## src/rtl/mem_port_arbiter_pkg.sv

```systemverilog
// rtl/mem_port_arbiter_pkg.sv - shared types and constants for the memory port arbiter
package mem_port_arbiter_pkg;

    localparam int WORD_W = 32;

    typedef enum logic {
        ST_IDLE = 1'b0,
        ST_BUSY = 1'b1
    } state_t;

    localparam logic PORT_IF = 1'b0;
    localparam logic PORT_D  = 1'b1;

    localparam logic [3:0] BE_FULL = 4'hF;

endpackage

```

## src/rtl/mem_port_arbiter_arb_rr2.sv

```systemverilog
// rtl/mem_port_arbiter_arb_rr2.sv - two-input round-robin picker owning the last-grant register
module arb_rr2
    import mem_port_arbiter_pkg::*;
(
    input  logic       clk,
    input  logic       reset,
    input  logic [1:0] req,
    input  logic       advance,
    output logic [1:0] gnt
);

    logic last_q;
    logic last_d;

    // Under contention the port that did not win last time goes first.
    always_comb begin
        if (req == 2'b11) begin
            gnt = (last_q == PORT_D) ? 2'b01 : 2'b10;
        end else begin
            gnt = req;
        end
        last_d = last_q;
        if (advance && (gnt != 2'b00)) begin
            last_d = gnt[1];
        end
    end

    always_ff @(posedge clk) begin
        if (reset) begin
            last_q <= PORT_D;
        end else begin
            last_q <= last_d;
        end
    end

endmodule

```

## src/rtl/mem_port_arbiter.sv

```systemverilog
// rtl/mem_port_arbiter.sv - shares one single-ported memory between fetch and data ports
module mem_port_arbiter
    import mem_port_arbiter_pkg::*;
#(
    parameter int WORD    = WORD_W,
    parameter int TIMEOUT = 255
) (
    input  logic            clk,
    input  logic            reset,
    input  logic            if_req,
    input  logic [WORD-1:0] if_addr,
    output logic            if_gnt,
    output logic            if_rvalid,
    output logic [WORD-1:0] if_rdata,
    output logic            if_err,
    input  logic            d_req,
    input  logic            d_we,
    input  logic [WORD-1:0] d_addr,
    input  logic [WORD-1:0] d_wdata,
    input  logic [3:0]      d_be,
    output logic            d_gnt,
    output logic            d_rvalid,
    output logic [WORD-1:0] d_rdata,
    output logic            d_err,
    output logic            mem_req,
    output logic            mem_we,
    output logic [WORD-1:0] mem_addr,
    output logic [WORD-1:0] mem_wdata,
    output logic [3:0]      mem_be,
    input  logic            mem_ack,
    input  logic [WORD-1:0] mem_rdata,
    output logic            busy
);

    localparam int             CW       = (TIMEOUT > 0) ? $clog2(TIMEOUT + 1) : 1;
    localparam logic [CW-1:0]  CNT_LAST = CW'((TIMEOUT > 0) ? (TIMEOUT - 1) : 0);
    localparam logic [CW-1:0]  CNT_MAX  = '1;

    state_t          state_q, state_d;
    logic [CW-1:0]   cnt_q, cnt_d;
    logic            owner_q, owner_d;
    logic            mem_req_q, mem_req_d;
    logic            mem_we_q, mem_we_d;
    logic [WORD-1:0] mem_addr_q, mem_addr_d;
    logic [WORD-1:0] mem_wdata_q, mem_wdata_d;
    logic [3:0]      mem_be_q, mem_be_d;
    logic            if_rvalid_q, if_rvalid_d;
    logic [WORD-1:0] if_rdata_q, if_rdata_d;
    logic            if_err_q, if_err_d;
    logic            d_rvalid_q, d_rvalid_d;
    logic [WORD-1:0] d_rdata_q, d_rdata_d;
    logic            d_err_q, d_err_d;

    logic            grant_ok;
    logic [1:0]      arb_gnt;
    logic            timed_out;
    logic [WORD-1:0] resp_data;

    assign grant_ok = (state_q == ST_IDLE) && !reset;

    arb_rr2 u_arb (
        .clk     (clk),
        .reset   (reset),
        .req     ({d_req, if_req}),
        .advance (grant_ok),
        .gnt     (arb_gnt)
    );

    assign if_gnt = grant_ok && arb_gnt[0];
    assign d_gnt  = grant_ok && arb_gnt[1];

    always_comb begin
        state_d     = state_q;
        cnt_d       = cnt_q;
        owner_d     = owner_q;
        mem_req_d   = mem_req_q;
        mem_we_d    = mem_we_q;
        mem_addr_d  = mem_addr_q;
        mem_wdata_d = mem_wdata_q;
        mem_be_d    = mem_be_q;
        if_rvalid_d = 1'b0;
        if_rdata_d  = if_rdata_q;
        if_err_d    = if_err_q;
        d_rvalid_d  = 1'b0;
        d_rdata_d   = d_rdata_q;
        d_err_d     = d_err_q;
        timed_out   = (TIMEOUT != 0) && (cnt_q == CNT_LAST);
        resp_data   = '0;

        if (state_q == ST_IDLE) begin
            if (if_gnt || d_gnt) begin
                state_d   = ST_BUSY;
                cnt_d     = '0;
                mem_req_d = 1'b1;
                if (d_gnt) begin
                    owner_d     = PORT_D;
                    mem_we_d    = d_we;
                    mem_addr_d  = d_addr;
                    mem_wdata_d = d_wdata;
                    mem_be_d    = d_be;
                end else begin
                    owner_d     = PORT_IF;
                    mem_we_d    = 1'b0;
                    mem_addr_d  = if_addr;
                    mem_wdata_d = '0;
                    mem_be_d    = BE_FULL;
                end
            end
        end else begin
            if (cnt_q != CNT_MAX) begin
                cnt_d = cnt_q + 1'b1;
            end
            // An ack in the same cycle as the timeout is a normal completion.
            if (mem_ack || timed_out) begin
                state_d   = ST_IDLE;
                mem_req_d = 1'b0;
                if (mem_ack && !mem_we_q) begin
                    resp_data = mem_rdata;
                end
                if (owner_q == PORT_D) begin
                    d_rvalid_d = 1'b1;
                    d_rdata_d  = resp_data;
                    d_err_d    = !mem_ack;
                end else begin
                    if_rvalid_d = 1'b1;
                    if_rdata_d  = resp_data;
                    if_err_d    = !mem_ack;
                end
            end
        end
    end

    always_ff @(posedge clk) begin
        if (reset) begin
            state_q     <= ST_IDLE;
            cnt_q       <= '0;
            owner_q     <= PORT_IF;
            mem_req_q   <= 1'b0;
            mem_we_q    <= 1'b0;
            mem_addr_q  <= '0;
            mem_wdata_q <= '0;
            mem_be_q    <= '0;
            if_rvalid_q <= 1'b0;
            if_rdata_q  <= '0;
            if_err_q    <= 1'b0;
            d_rvalid_q  <= 1'b0;
            d_rdata_q   <= '0;
            d_err_q     <= 1'b0;
        end else begin
            state_q     <= state_d;
            cnt_q       <= cnt_d;
            owner_q     <= owner_d;
            mem_req_q   <= mem_req_d;
            mem_we_q    <= mem_we_d;
            mem_addr_q  <= mem_addr_d;
            mem_wdata_q <= mem_wdata_d;
            mem_be_q    <= mem_be_d;
            if_rvalid_q <= if_rvalid_d;
            if_rdata_q  <= if_rdata_d;
            if_err_q    <= if_err_d;
            d_rvalid_q  <= d_rvalid_d;
            d_rdata_q   <= d_rdata_d;
            d_err_q     <= d_err_d;
        end
    end

    assign mem_req   = mem_req_q;
    assign mem_we    = mem_we_q;
    assign mem_addr  = mem_addr_q;
    assign mem_wdata = mem_wdata_q;
    assign mem_be    = mem_be_q;
    assign if_rvalid = if_rvalid_q;
    assign if_rdata  = if_rdata_q;
    assign if_err    = if_err_q;
    assign d_rvalid  = d_rvalid_q;
    assign d_rdata   = d_rdata_q;
    assign d_err     = d_err_q;
    assign busy      = (state_q == ST_BUSY);

endmodule

```

## config.mk

```make
export PLATFORM = sky130hd
export DESIGN_NAME = mem_port_arbiter
export DESIGN_NICKNAME = d
export VERILOG_FILES = /design/src/rtl/mem_port_arbiter_pkg.sv /design/src/rtl/mem_port_arbiter_arb_rr2.sv /design/src/rtl/mem_port_arbiter.sv
export SDC_FILE = /design/constraint.sdc
export NUM_CORES = 1
export LEC_CHECK = 0
export CAP_MARGIN = 20
export CELL_PAD_IN_SITES_DETAIL_PLACEMENT = 0
export CELL_PAD_IN_SITES_GLOBAL_PLACEMENT = 1
export CORE_UTILIZATION = 25
export CTS_BUF_LIST = sky130_fd_sc_hd__clkbuf_16
export CTS_CLUSTER_SIZE = 16
export DETAILED_ROUTE_END_ITERATION = 10
export PLACE_DENSITY_LB_ADDON = 0.1
export SYNTH_ARGS = -nofsm -noshare
export SYNTH_HDL_FRONTEND = slang
export SYNTH_SLANG_ARGS = --single-unit
```

## constraint.sdc

```tcl
create_clock -name clk -period 3.9 [get_ports clk]
set_input_delay 0.39 -clock clk [delete_from_list [all_inputs] [get_ports clk]]
set_output_delay 0.39 -clock clk [all_outputs]
set_load 0.02 [all_outputs]
```

==> summary.log, run 1 <==
INFO  outcome        status=complete, no violations
INFO  floorplanning  core-area=0.0229sqmm
INFO  timing         rsz_0062_raised_after_global_routing=false
INFO  worst_setup_path cp_slowest_cell=sky130_fd_sc_hd__clkdlybuf4s50_1
INFO  clocking       clock_transition_at_the_register_clock_pins_on_the_worst_setup_and_hold_paths_after_cts=0.06ns
INFO  cells_and_area finalInstanceArea=0.00959sqmm
INFO  synth          post_synth_num_cell_types=37
INFO  grt            via_count_of_the_first_global_routing_pass=5652
INFO  grt            track_usage=16.8%
INFO  clocking       cts.sink_count=149
INFO  timing         layout_worst_path_cycle_share=69.1%
INFO  placement      post-dp-hpwl=14000microns
INFO  floorplanning  placementRows=55
INFO  worst_setup_path worst_path_cell_chain=buf_4 -> nor2_2 -> nand3_1 -> inv_2 -> clkdlybuf4s50_1
INFO  worst_setup_path reg2reg_setup_slack=1.35ns
INFO  grt            antenna_found_initial=0
INFO  cells_and_area drive_above_1_share=9.19%
INFO  cells_and_area finish.net_count=1064
INFO  timing         max-slew-margin-rel=30.0%
INFO  routing        antenna_violating_nets_post_route=0
INFO  synth          post_synthesis_net_count=816
INFO  cells_and_area insertedDiodeCount=0
INFO  timing         clock.fmax=0.371GHz
INFO  synth          cell_accounting_for_the_most_synthesized_area=sky130_fd_sc_hd__dfxtp_1
INFO  timing         final-max-slew-violation-count=0
INFO  worst_setup_path worst-endpoint-arrival=2.31ns
INFO  routing        detail_route.drc_violations=0
INFO  pwr            leakagePower=0.00329uW
INFO  routing        via_total_after_detailed_routing=5847
INFO  synth          synth_top_cells_by_count=sky130_fd_sc_hd__dfxtp_1 (149), sky130_fd_sc_hd__nand2_1 (104), sky130_fd_sc_hd__a21oi_1 (103)
INFO  routing        avgViaCountPerCell=4.68
INFO  synth          synth.avg_cell_area=8.74squm
INFO  synth          post_synth_instance_area=0.00591sqmm
INFO  synth          synth_seq_cells=149
INFO  floorplanning  design.die.area=0.0242sqmm
INFO  clocking       setup_fix_buffers_added_after_clock_tree_synthesis=0
INFO  cells_and_area fillers=2253
INFO  clocking       cts_hold_buffers=0
INFO  hold_path      hold_path_depth=1
INFO  clocking       cts_made_buffers=17
INFO  synth          area_share_of_the_leading_cell_type_in_the_synthesized_netlist=50.5%
INFO  placement      post_dp_cell_area=0.00892sqmm
INFO  routing        dr.pass1.iters=4
INFO  worst_setup_path worst-setup-path-type=primary input to output port
INFO  synth          asyncSetResetFlopFracSynth=0%
INFO  pwr            vdd.ir_drop.worst=0.000254V
INFO  timing         setup_viol=0
INFO  timing         tns=0ns
INFO  clocking       clock_insertion_delay_worst_skew=0.42ns
INFO  worst_setup_path setup.worst_path.start_class=primary input
INFO  routing        routed_wirelength=20600microns
INFO  worst_setup_path worst_r2r_endpoint=d_rdata[30]$_SDFFE_PP0P_
INFO  clocking       htree_num_levels=4
INFO  routing        wire_per_inst=16.5microns
INFO  timing         hold_viol_final=0
INFO  worst_setup_path rr_worst_depth=4
INFO  synth          post_synth_main_area_contributors=sky130_fd_sc_hd__dfxtp_1 (50%), sky130_fd_sc_hd__a21oi_1 (8.7%), sky130_fd_sc_hd__nand2_1 (6.6%)
INFO  floorplanning  die_y=156microns
INFO  clocking       cts_resized=0
INFO  hold_path      hold-path-endpoint=if_err$_SDFFE_PP0P_
INFO  hold_path      timing.hold.worst.class=flip-flop to flip-flop
INFO  grt            gr-total-overflow=0
INFO  synth          synthFlopType=sky130_fd_sc_hd__dfxtp_1
INFO  grt            grt_start_max_net_pins=87
INFO  clocking       maximum_clock_path_buffer_count=2
INFO  floorplanning  num_ports=279
INFO  floorplanning  initial_utilization=25.8%
INFO  placement      place_inst=1217
INFO  worst_setup_path critPathMaxStageDelay=0.69ns
INFO  placement      gpl_wtd_cong=0.761
INFO  worst_setup_path worst_flop_to_flop_path_startpoint=owner_q$_SDFFE_PP0P_
INFO  timing         final.min_clock_period=2.70ns
INFO  timing         worst-slew-pin-transition=1.05ns
INFO  clocking       ctsRootBufferMaster=sky130_fd_sc_hd__clkbuf_16
INFO  worst_setup_path worst_setup_path_end_kind=output port
INFO  routing        initialDrtViolationCount=267
INFO  worst_setup_path critPathRequiredTime=3.51ns
INFO  hold_path      hold_start=if_err$_SDFFE_PP0P_
INFO  clocking       cts_tree=yes
INFO  synth          yosys_warnings=0
INFO  synth          yosys.cell_count.top_type=sky130_fd_sc_hd__dfxtp_1
INFO  flow_run       maxCapViolCount=0
INFO  pwr            power.density=427mW/mm^2
INFO  grt            grt_first_pass_wirelength=31400microns
INFO  synth          netlist_instances=676
INFO  synth          synth_enable_flop_cells=0
INFO  cells_and_area cell_count_final_fillers_out=1249
INFO  synth          synth-seq-area-share=50.5%
INFO  worst_setup_path critical_path_peak_fanout=59
INFO  floorplanning  die_w=156microns
INFO  cells_and_area layout-area-overhead-vs-synth=62.3%
INFO  placement      io_buffers=278
INFO  timing         finClkSkew=0.0121ns
## per-stage QoR
| step | hold slack (ns) | power, uW | setup WS [ns] | util [%] |
|---|---|---|---|---|
| 2_1_floorplan | 0.461 | 1950 | 2.27 | - |
| 3_3_place_gp | 0.455 | 2280 | 1.12 | 38.9 |
| 3_5_place_dp | 0.460 | 2290 | 1.13 | 38.9 |
| 4_1_cts | 0.475 | 4150 | 1.13 | 41.8 |
| 5_1_grt | 0.494 | 4270 | 0.979 | 41.8 |
| 6_report | 0.471 | 4100 | 1.20 | 41.8 |
## placed cells by master, fill, tap and decap left out, types with 5 or more instances in the layout
cell,netlist,layout
sky130_fd_sc_hd__clkbuf_16,0,17
sky130_fd_sc_hd__a311oi_1,34,34
sky130_fd_sc_hd__a21oi_1,103,103
sky130_fd_sc_hd__a211oi_2,29,29
sky130_fd_sc_hd__nor3_1,6,6
sky130_fd_sc_hd__bufinv_16,0,5
sky130_fd_sc_hd__o21ai_0,35,34
sky130_fd_sc_hd__clkdlybuf4s50_1,0,277
sky130_fd_sc_hd__buf_4,4,12
sky130_fd_sc_hd__nand3_1,7,7
sky130_fd_sc_hd__inv_1,6,6
sky130_fd_sc_hd__nand2_1,104,104
sky130_fd_sc_hd__dfxtp_1,149,149
sky130_fd_sc_hd__a22oi_1,33,33
sky130_fd_sc_hd__nor2_1,73,73
## logic make-up after synthesis
logic type	after synthesis	synth area share, %
DFF	149	50.5
adders and majority gates	2	0.424
AOI/OAI and AO/OA	251	29.6
buffers and inverters	68	5.02
and+or+nand+nor	206	14.5
## final cells by class
class / count / area, sq um / share of cell area, %
repair buffers: 290 / 2880 / 30.1
flip-flops and latches: 149 / 2980 / 31.1
clock buffers: 17 / 425 / 4.44
multi-input cells: 459 / 2660 / 27.7
inverters: 7 / 26.3 / 0.274
well taps: 313 / 392 / 4.08
clock inverters: 14 / 223 / 2.32
## flip-flops by register name, indices dropped and copies added, names as in the netlist
| register | flops |
|---|---|
| d_err | 1 |
| d_rdata | 32 |
| if_rdata | 32 |
| u_arb.last_q | 1 |
| if_rvalid | 1 |
| if_err | 1 |
| mem_req | 1 |
| owner_q | 1 |
| mem_we | 1 |
| busy | 1 |
| mem_addr | 32 |
| mem_wdata | 32 |
| d_rvalid | 1 |
| mem_be | 4 |
| cnt_q | 8 |
## critical path: cells and delay by family
kind / cells / cell delay (ns)
buffers and inverters: 3 / 1.40
AND/OR/NAND/NOR: 2 / 0.48
## how the worst max path moves through the flow
stage | start | end | slack, ns | cells after the start
after global routing | reset | d_gnt | 0.98 | 5
after global placement | reset | d_gnt | 1.12 | 5
after floorplan | reset | d_gnt | 2.27 | 6
after detailed placement | reset | d_gnt | 1.13 | 5
final | reset | d_gnt | 1.20 | 5
after CTS | reset | d_gnt | 1.13 | 5
## where the power goes
group          internal, uW  leakage (uW)  switching [uW]
Combinational           308       0.00176             323
Sequential             1590       0.00121            38.9
Clock                  1140      0.000316             696
## metal layers
layer  part of all wire, %  track usage [%]
met4                   1.5             5.46
met2                    49             28.4
met1                    42             19.7
met5                     0                0
met3                   7.7             5.92
No activity file was read; power rests on OpenSTA's default activity.
==> inputs of run 2 (changes only) <==
- clock period: 3.9 -> 2.2 ns (I/O delays scaled with it)
==> run 2 against run 1 <==
Against the previous run:
- core utilization up 0.45 points
- largest power group unchanged
- sequential share of layout area fell by 0.33 points
- first-iteration DRC count down 6.4%
- count of clock-buffer cells in the layout unchanged
- worst setup slack got worse by 0.85 ns
- non-clock buffer count grew 7
- sequential power rose by 77%
- critical path type is now flip-flop to flip-flop
- routed wire length grew 1.4%
- clock skew is 0.0020 ns lower
- combinational power grew 82%
- power grew 76%
- worst hold slack worse by 0.14 ns
==> summary.log, run 2 (same netlist as run 1, synthesis figures left out) <==
INFO  outcome        status=complete, no violations
INFO  worst_setup_path reg2reg_setup_slack=0.35ns
INFO  placement      place_inst=1225
INFO  grt            track_usage=17.1%
INFO  hold_path      timing.hold.worst.class=primary input to flip-flop
INFO  clocking       htree_num_levels=4
INFO  floorplanning  placementRows=55
INFO  clocking       cts_hold_buffers=0
INFO  timing         rsz_0062_raised_after_global_routing=false
INFO  floorplanning  die_y=156microns
INFO  clocking       cts_tree=yes
INFO  timing         final-max-slew-violation-count=0
INFO  floorplanning  core-area=0.0229sqmm
INFO  worst_setup_path cpLargestDelayFamily=simple AND/OR/NAND/NOR gates
INFO  pwr            vdd.ir_drop.worst=0.000444V
INFO  cells_and_area layout-area-overhead-vs-synth=64.1%
INFO  clocking       clock_transition_at_the_register_clock_pins_on_the_worst_setup_and_hold_paths_after_cts=0.06ns
INFO  timing         final.min_clock_period=1.85ns
INFO  cells_and_area drive_above_1_share=9.64%
INFO  floorplanning  num_ports=279
INFO  placement      gpl_wtd_cong=0.739
INFO  placement      post-dp-hpwl=14000microns
INFO  pwr            power.density=744mW/mm^2
INFO  pwr            power.share.switching=25.3%
INFO  worst_setup_path critPathRequiredTime=2.46ns
INFO  worst_setup_path setup.worst_path.start_class=flip-flop
INFO  worst_setup_path crit_buf_inv=1
INFO  timing         setup_viol=0
INFO  worst_setup_path cp_slowest_cell=sky130_fd_sc_hd__nor2_4
INFO  routing        detail_route.drc_violations=0
INFO  flow_run       maxCapViolCount=0
INFO  routing        avgViaCountPerCell=4.72
INFO  routing        initialDrtViolationCount=250
INFO  timing         tns=0ns
INFO  pwr            leakagePower=0.00337uW
INFO  grt            via_count_of_the_first_global_routing_pass=5817
INFO  pwr            power_switching=1830uW
INFO  cells_and_area most-common-layout-cells=sky130_fd_sc_hd__clkdlybuf4s50_1 (275), sky130_fd_sc_hd__dfxtp_1 (149), sky130_fd_sc_hd__nand2_1 (104)
INFO  grt            grt_start_max_net_pins=143
INFO  cells_and_area finish.net_count=1071
INFO  cells_and_area insertedDiodeCount=0
INFO  grt            antenna_found_initial=0
INFO  timing         hold_viol_final=0
INFO  timing         worst-slew-pin-transition=0.846ns
INFO  clocking       maximum_clock_path_buffer_count=2
INFO  pwr            intPower=5380uW
INFO  routing        antenna_violating_nets_post_route=0
INFO  floorplanning  design.die.area=0.0242sqmm
INFO  floorplanning  initial_utilization=25.8%
INFO  timing         clock.fmax=0.542GHz
INFO  clocking       cts.sink_count=149
INFO  pwr            seq_power_share=39.9%
INFO  routing        wire_per_inst=16.6microns
INFO  placement      io_buffers=278
INFO  timing         max-slew-margin-rel=43.6%
INFO  grt            gr-total-overflow=0
INFO  worst_setup_path worst_path_cell_chain=and4_4 -> a41oi_2 -> nor2_4 -> buf_12 -> a211oi_2
INFO  worst_setup_path worst-setup-path-type=flip-flop to flip-flop
INFO  clocking       ctsRootBufferMaster=sky130_fd_sc_hd__clkbuf_16
INFO  worst_setup_path worst_setup_path_end_kind=flip-flop
INFO  worst_setup_path critical_path_peak_fanout=21
INFO  worst_setup_path critPathMaxStageDelay=0.45ns
INFO  worst_setup_path worst-endpoint-arrival=2.11ns
INFO  floorplanning  die_w=156microns
INFO  routing        via_total_after_detailed_routing=5934
INFO  cells_and_area most_common_library_cell_in_the_layout_ignoring_fill_and_taps=sky130_fd_sc_hd__clkdlybuf4s50_1
INFO  grt            grt_first_pass_wirelength=32200microns
INFO  cells_and_area fillers=2284
INFO  pwr            clock_power_share=44.1%
INFO  cells_and_area cell_count_final_fillers_out=1257
INFO  timing         finClkSkew=0.0101ns
INFO  routing        dr.pass1.iters=5
INFO  clocking       clock_insertion_delay_worst_skew=0.41ns
INFO  timing         layout_worst_path_cycle_share=83.9%
INFO  pwr            power.combinational.fraction=16.0%
INFO  routing        routed_wirelength=20900microns
INFO  clocking       cts_made_buffers=17
## run 2: changes by cell type in the layout (fill, tap and decap cells not counted), sizes merged
cell | previous run | this run
buf | 13 | 20
clkinv | 3 | 6
clkdlybuf4s50 | 277 | 275
dlymetal6s2s | 0 | 2
inv | 12 | 10
## run 2: layout make-up
class,instances,area (sq um),area share [%]
clock inverter,15,213,2.19
inverter,7,26.3,0.271
sequential,149,2980,30.8
multi-input combinational,459,2660,27.5
tap,313,392,4.04
clock buffer,17,425,4.39
timing repair buffer,297,2990,30.9
## run 2: final timing paths
check,start,endpoint,cells past startpoint
max reg2reg,cnt_q[5]$_SDFFE_PP0P_,if_rdata[23]$_SDFFE_PP0P_,5
max,cnt_q[5]$_SDFFE_PP0P_,if_rdata[23]$_SDFFE_PP0P_,5
min reg2reg,if_err$_SDFFE_PP0P_,if_err$_SDFFE_PP0P_,1
min,reset,mem_req$_SDFFE_PP0P_,5
## run 2: routing by layer
layer  vias up  share of wire, %  GRT usage, %
li1       2924                 -             -
met3        19               7.8          6.33
met1      2793                42          20.8
met4         0               1.8          4.62
met5         -                 0             0
met2       198                49          28.2
## run 2: power groups by stage
| stage | Combinational [uW] | Clock [uW] | Sequential [uW] |
|---|---|---|---|
| 6_report | 1150 | 3180 | 2880 |
| 2_1_floorplan | 401 | 0 | 3060 |
| 4_1_cts | 1170 | 3290 | 2880 |
| 3_5_place_dp | 1160 | 0 | 2930 |
| 3_3_place_gp | 1150 | 0 | 2930 |
| 5_1_grt | 1250 | 3420 | 2890 |
## run 2: repair_timing
action | in CTS | in global routing
endpoints found under the setup margin | 1 | 2
setup buffers | 0 | 0
gates resized for setup | 1 | 2
endpoints found under the hold margin | 0 | 0
## run 2: worst min-delay path, stage by stage
cell and delay [ns]:
sky130_fd_sc_hd__buf_4 0.13, sky130_fd_sc_hd__nor3_4 0.06, sky130_fd_sc_hd__buf_4 0.15, sky130_fd_sc_hd__nor2_1 0.08
sky130_fd_sc_hd__nor3_1 0.05
## run 2: metrics by stage
step	worst slack [ns]	util [%]	total power [uW]	hold slack [ns]	instance area, sq um
CTS	0.0173	42.3	7330	0.315	9690
global placement	0.117	39.5	4080	0.450	9040
finish	0.355	42.3	7210	0.328	9690
floorplan	0.654	-	3460	0.356	5910
global route	0.151	42.3	7550	0.344	9690
detailed placement	0.0648	39.5	4100	0.460	9040
==> inputs of run 3 (changes only) <==
- clock period: 2.2 -> 1.6 ns (I/O delays scaled with it)
==> run 3 against run 2 <==
Against the previous run:
- sequential cell count unchanged
- clock power rose by 23%
- sequential power is 37% higher
- power is 33% higher
- worst setup slack got worse by 0.33 ns
- core utilization rose by 2.3 points
- via count up 3.5%
- cell count up 2.6%
- sequential share of layout area is 1.5 points lower
- worst hold slack got worse by 0.15 ns
- combinational power is 51% higher
==> summary.log, run 3 (same netlist as run 1, synthesis figures left out) <==
INFO  worst_setup_path setup.worst_path.start_class=flip-flop
INFO  pwr            intPower=7030uW
INFO  placement      post-dp-hpwl=14600microns
INFO  routing        antenna_violating_nets_post_route=0
INFO  clocking       htree_num_levels=4
INFO  floorplanning  num_ports=279
INFO  cells_and_area insertedDiodeCount=0
INFO  timing         finClkSkew=0.0128ns
INFO  routing        via_total_after_detailed_routing=6140
INFO  pwr            clock_power_share=40.8%
INFO  timing         clock.fmax=0.634GHz
INFO  cells_and_area postLayoutCoreUtil=44.6%
INFO  pwr            seq_power_share=41.1%
INFO  timing         max-slew-margin-rel=41.6%
INFO  worst_setup_path worst-endpoint-arrival=1.84ns
INFO  timing         hold_viol_final=0
INFO  floorplanning  placementRows=55
INFO  grt            grt_start_max_net_pins=64
INFO  timing         rsz_0062_raised_after_global_routing=true
INFO  cells_and_area layout-area-overhead-vs-synth=73.1%
INFO  floorplanning  die_y=156microns
INFO  worst_setup_path critPathMaxStageDelay=0.35ns
INFO  hold_path      timing.hold.worst.class=primary input to flip-flop
INFO  clocking       clock_transition_at_the_register_clock_pins_on_the_worst_setup_and_hold_paths_after_cts=0.06ns
INFO  timing         setup_viol=0
INFO  grt            antenna_found_initial=0
INFO  routing        avgViaCountPerCell=4.76
INFO  pwr            power.share.switching=26.9%
INFO  timing         worst-slew-pin-transition=0.877ns
INFO  worst_setup_path critical_path_peak_fanout=10
INFO  clocking       cts_made_buffers=17
INFO  timing         final.min_clock_period=1.58ns
INFO  routing        routed_wirelength=22100microns
INFO  outcome        status=complete, no violations
INFO  clocking       cts.sink_count=149
INFO  floorplanning  design.die.area=0.0242sqmm
INFO  worst_setup_path cp_slowest_cell=sky130_fd_sc_hd__dfxtp_2
INFO  routing        wire_per_inst=17.1microns
INFO  clocking       cts_hold_buffers=0
INFO  grt            grt_first_pass_wirelength=32800microns
INFO  routing        detail_route.drc_violations=0
INFO  timing         finalHoldWorstSlack=0.178ns
INFO  clocking       cts_tree=yes
INFO  worst_setup_path path_common_cell=sky130_fd_sc_hd__buf_12
INFO  grt            via_count_of_the_first_global_routing_pass=6055
INFO  pwr            power_switching=2580uW
INFO  pwr            power.combinational.fraction=18.1%
INFO  clocking       ctsRootBufferMaster=sky130_fd_sc_hd__clkbuf_16
INFO  pwr            power.total=9610uW
INFO  worst_setup_path critPathRequiredTime=1.86ns
INFO  timing         layout_worst_path_cycle_share=98.5%
INFO  flow_run       maxCapViolCount=0
INFO  cells_and_area most-common-layout-cells=sky130_fd_sc_hd__clkdlybuf4s50_1 (247), sky130_fd_sc_hd__dfxtp_1 (144), sky130_fd_sc_hd__nand2_1 (103)
INFO  grt            track_usage=17.5%
INFO  floorplanning  initial_utilization=25.8%
INFO  placement      io_buffers=278
INFO  worst_setup_path worst_path_cell_chain=and4_4 -> a41oi_4 -> buf_12 -> nor2_4 -> buf_12 -> clkbuf_16 -> a211oi_2
INFO  worst_setup_path worst_setup_path_end_kind=flip-flop
INFO  pwr            leakagePower=0.00398uW
INFO  grt            gr-total-overflow=0
INFO  timing         final-max-slew-violation-count=0
INFO  clocking       clock_insertion_delay_worst_skew=0.42ns
INFO  placement      gpl_wtd_cong=0.791
INFO  clocking       maximum_clock_path_buffer_count=2
INFO  floorplanning  die_w=156microns
INFO  cells_and_area most_common_library_cell_in_the_layout_ignoring_fill_and_taps=sky130_fd_sc_hd__clkdlybuf4s50_1
INFO  pwr            vdd.ir_drop.worst=0.000584V
INFO  routing        initialDrtViolationCount=267
INFO  cells_and_area finish.net_count=1104
INFO  routing        dr.pass1.iters=4
INFO  worst_setup_path worst-setup-path-type=flip-flop to flip-flop
INFO  floorplanning  core-area=0.0229sqmm
INFO  pwr            power.density=940mW/mm^2
INFO  cells_and_area drive_above_1_share=14.5%
run 3: cell types whose count changed in the layout (fill, tap and decap cells not counted), sizes merged, moves of 3 or more:
cell           previous run  this run
buf                      20        51
bufinv                    5         2
clkbuf                   17        21
clkdlybuf4s50           275       247
clkinv                    6         9
dlygate4sd2               0         3
dlymetal6s2s              2        24
run 3: worst max-delay path, delay by kind of cell, from the launching register on:
kind / cells / cell delay [ns]
buffers and inverters: 3 / 0.49
AO/OA/AOI/OAI: 2 / 0.21
flip-flops: 1 / 0.35
AND/OR/NAND/NOR: 2 / 0.37
run 3: through the flow:
stage          TNS, ns  setup WS [ns]  instance area [sq um]  instances
5_1_grt         -0.176        -0.0222                  10200       1290
4_1_cts              0         0.0125                   9920       1281
3_5_place_dp    -21.59         -0.267                   9250       1243
6_report             0         0.0236                  10200       1290
2_1_floorplan        0         0.0535                   5910        676
3_3_place_gp    -18.77         -0.239                   9250       1243
run 3: worst paths after layout:
kind	from	end	slack [ns]	cells past startpoint
setup / recovery	cnt_q[7]$_SDFFE_PP0P_	if_rdata[15]$_SDFFE_PP0P_	0.02	7
hold / removal	reset	u_arb.last_q$_SDFFE_PP1P_	0.18	5
hold reg to reg	d_err$_SDFFE_PP0P_	d_err$_SDFFE_PP0P_	0.47	1
setup reg to reg	cnt_q[7]$_SDFFE_PP0P_	if_rdata[15]$_SDFFE_PP0P_	0.02	7
run 3: layer usage:
layer / vias up / track usage [%] / wire length (microns) / share of wire, %
met3: 25 / 5.86 / 1380 / 6.2
met4: 0 / 6.35 / 514 / 2.3
li1: 2994 / - / - / -
met2: 188 / 28.8 / 10600 / 48
met1: 2933 / 21.0 / 9610 / 43
met5: - / 0 / 0 / 0
run 3: layout make-up:
| type | count | area [sq um] |
|---|---|---|
| clock buffer | 17 | 425 |
| tap | 313 | 392 |
| sequential | 149 | 2990 |
| multi-input combinational | 459 | 2730 |
| inverter | 7 | 31.3 |
| clock inverter | 15 | 143 |
| timing repair buffer | 330 | 3510 |
| fill | 2243 | 12700 |
run 3: repair_timing:
action / CTS / global route
endpoints found under the hold margin: 0 / 0
pin swaps: 0 / 5
gates resized for setup: 20 / 58
gates cloned: 1 / 4
buffers inserted: 5 / 7
endpoints found under the setup margin: 103 / 117
run 3: power groups by stage:
stage	Sequential [uW]	Clock, uW	Combinational [uW]
floorplan	4210	0	551
global placement	4030	0	1630
detailed placement	4040	0	1640
CTS	3960	4060	1680
global route	3970	4220	1870
finish	3950	3920	1740
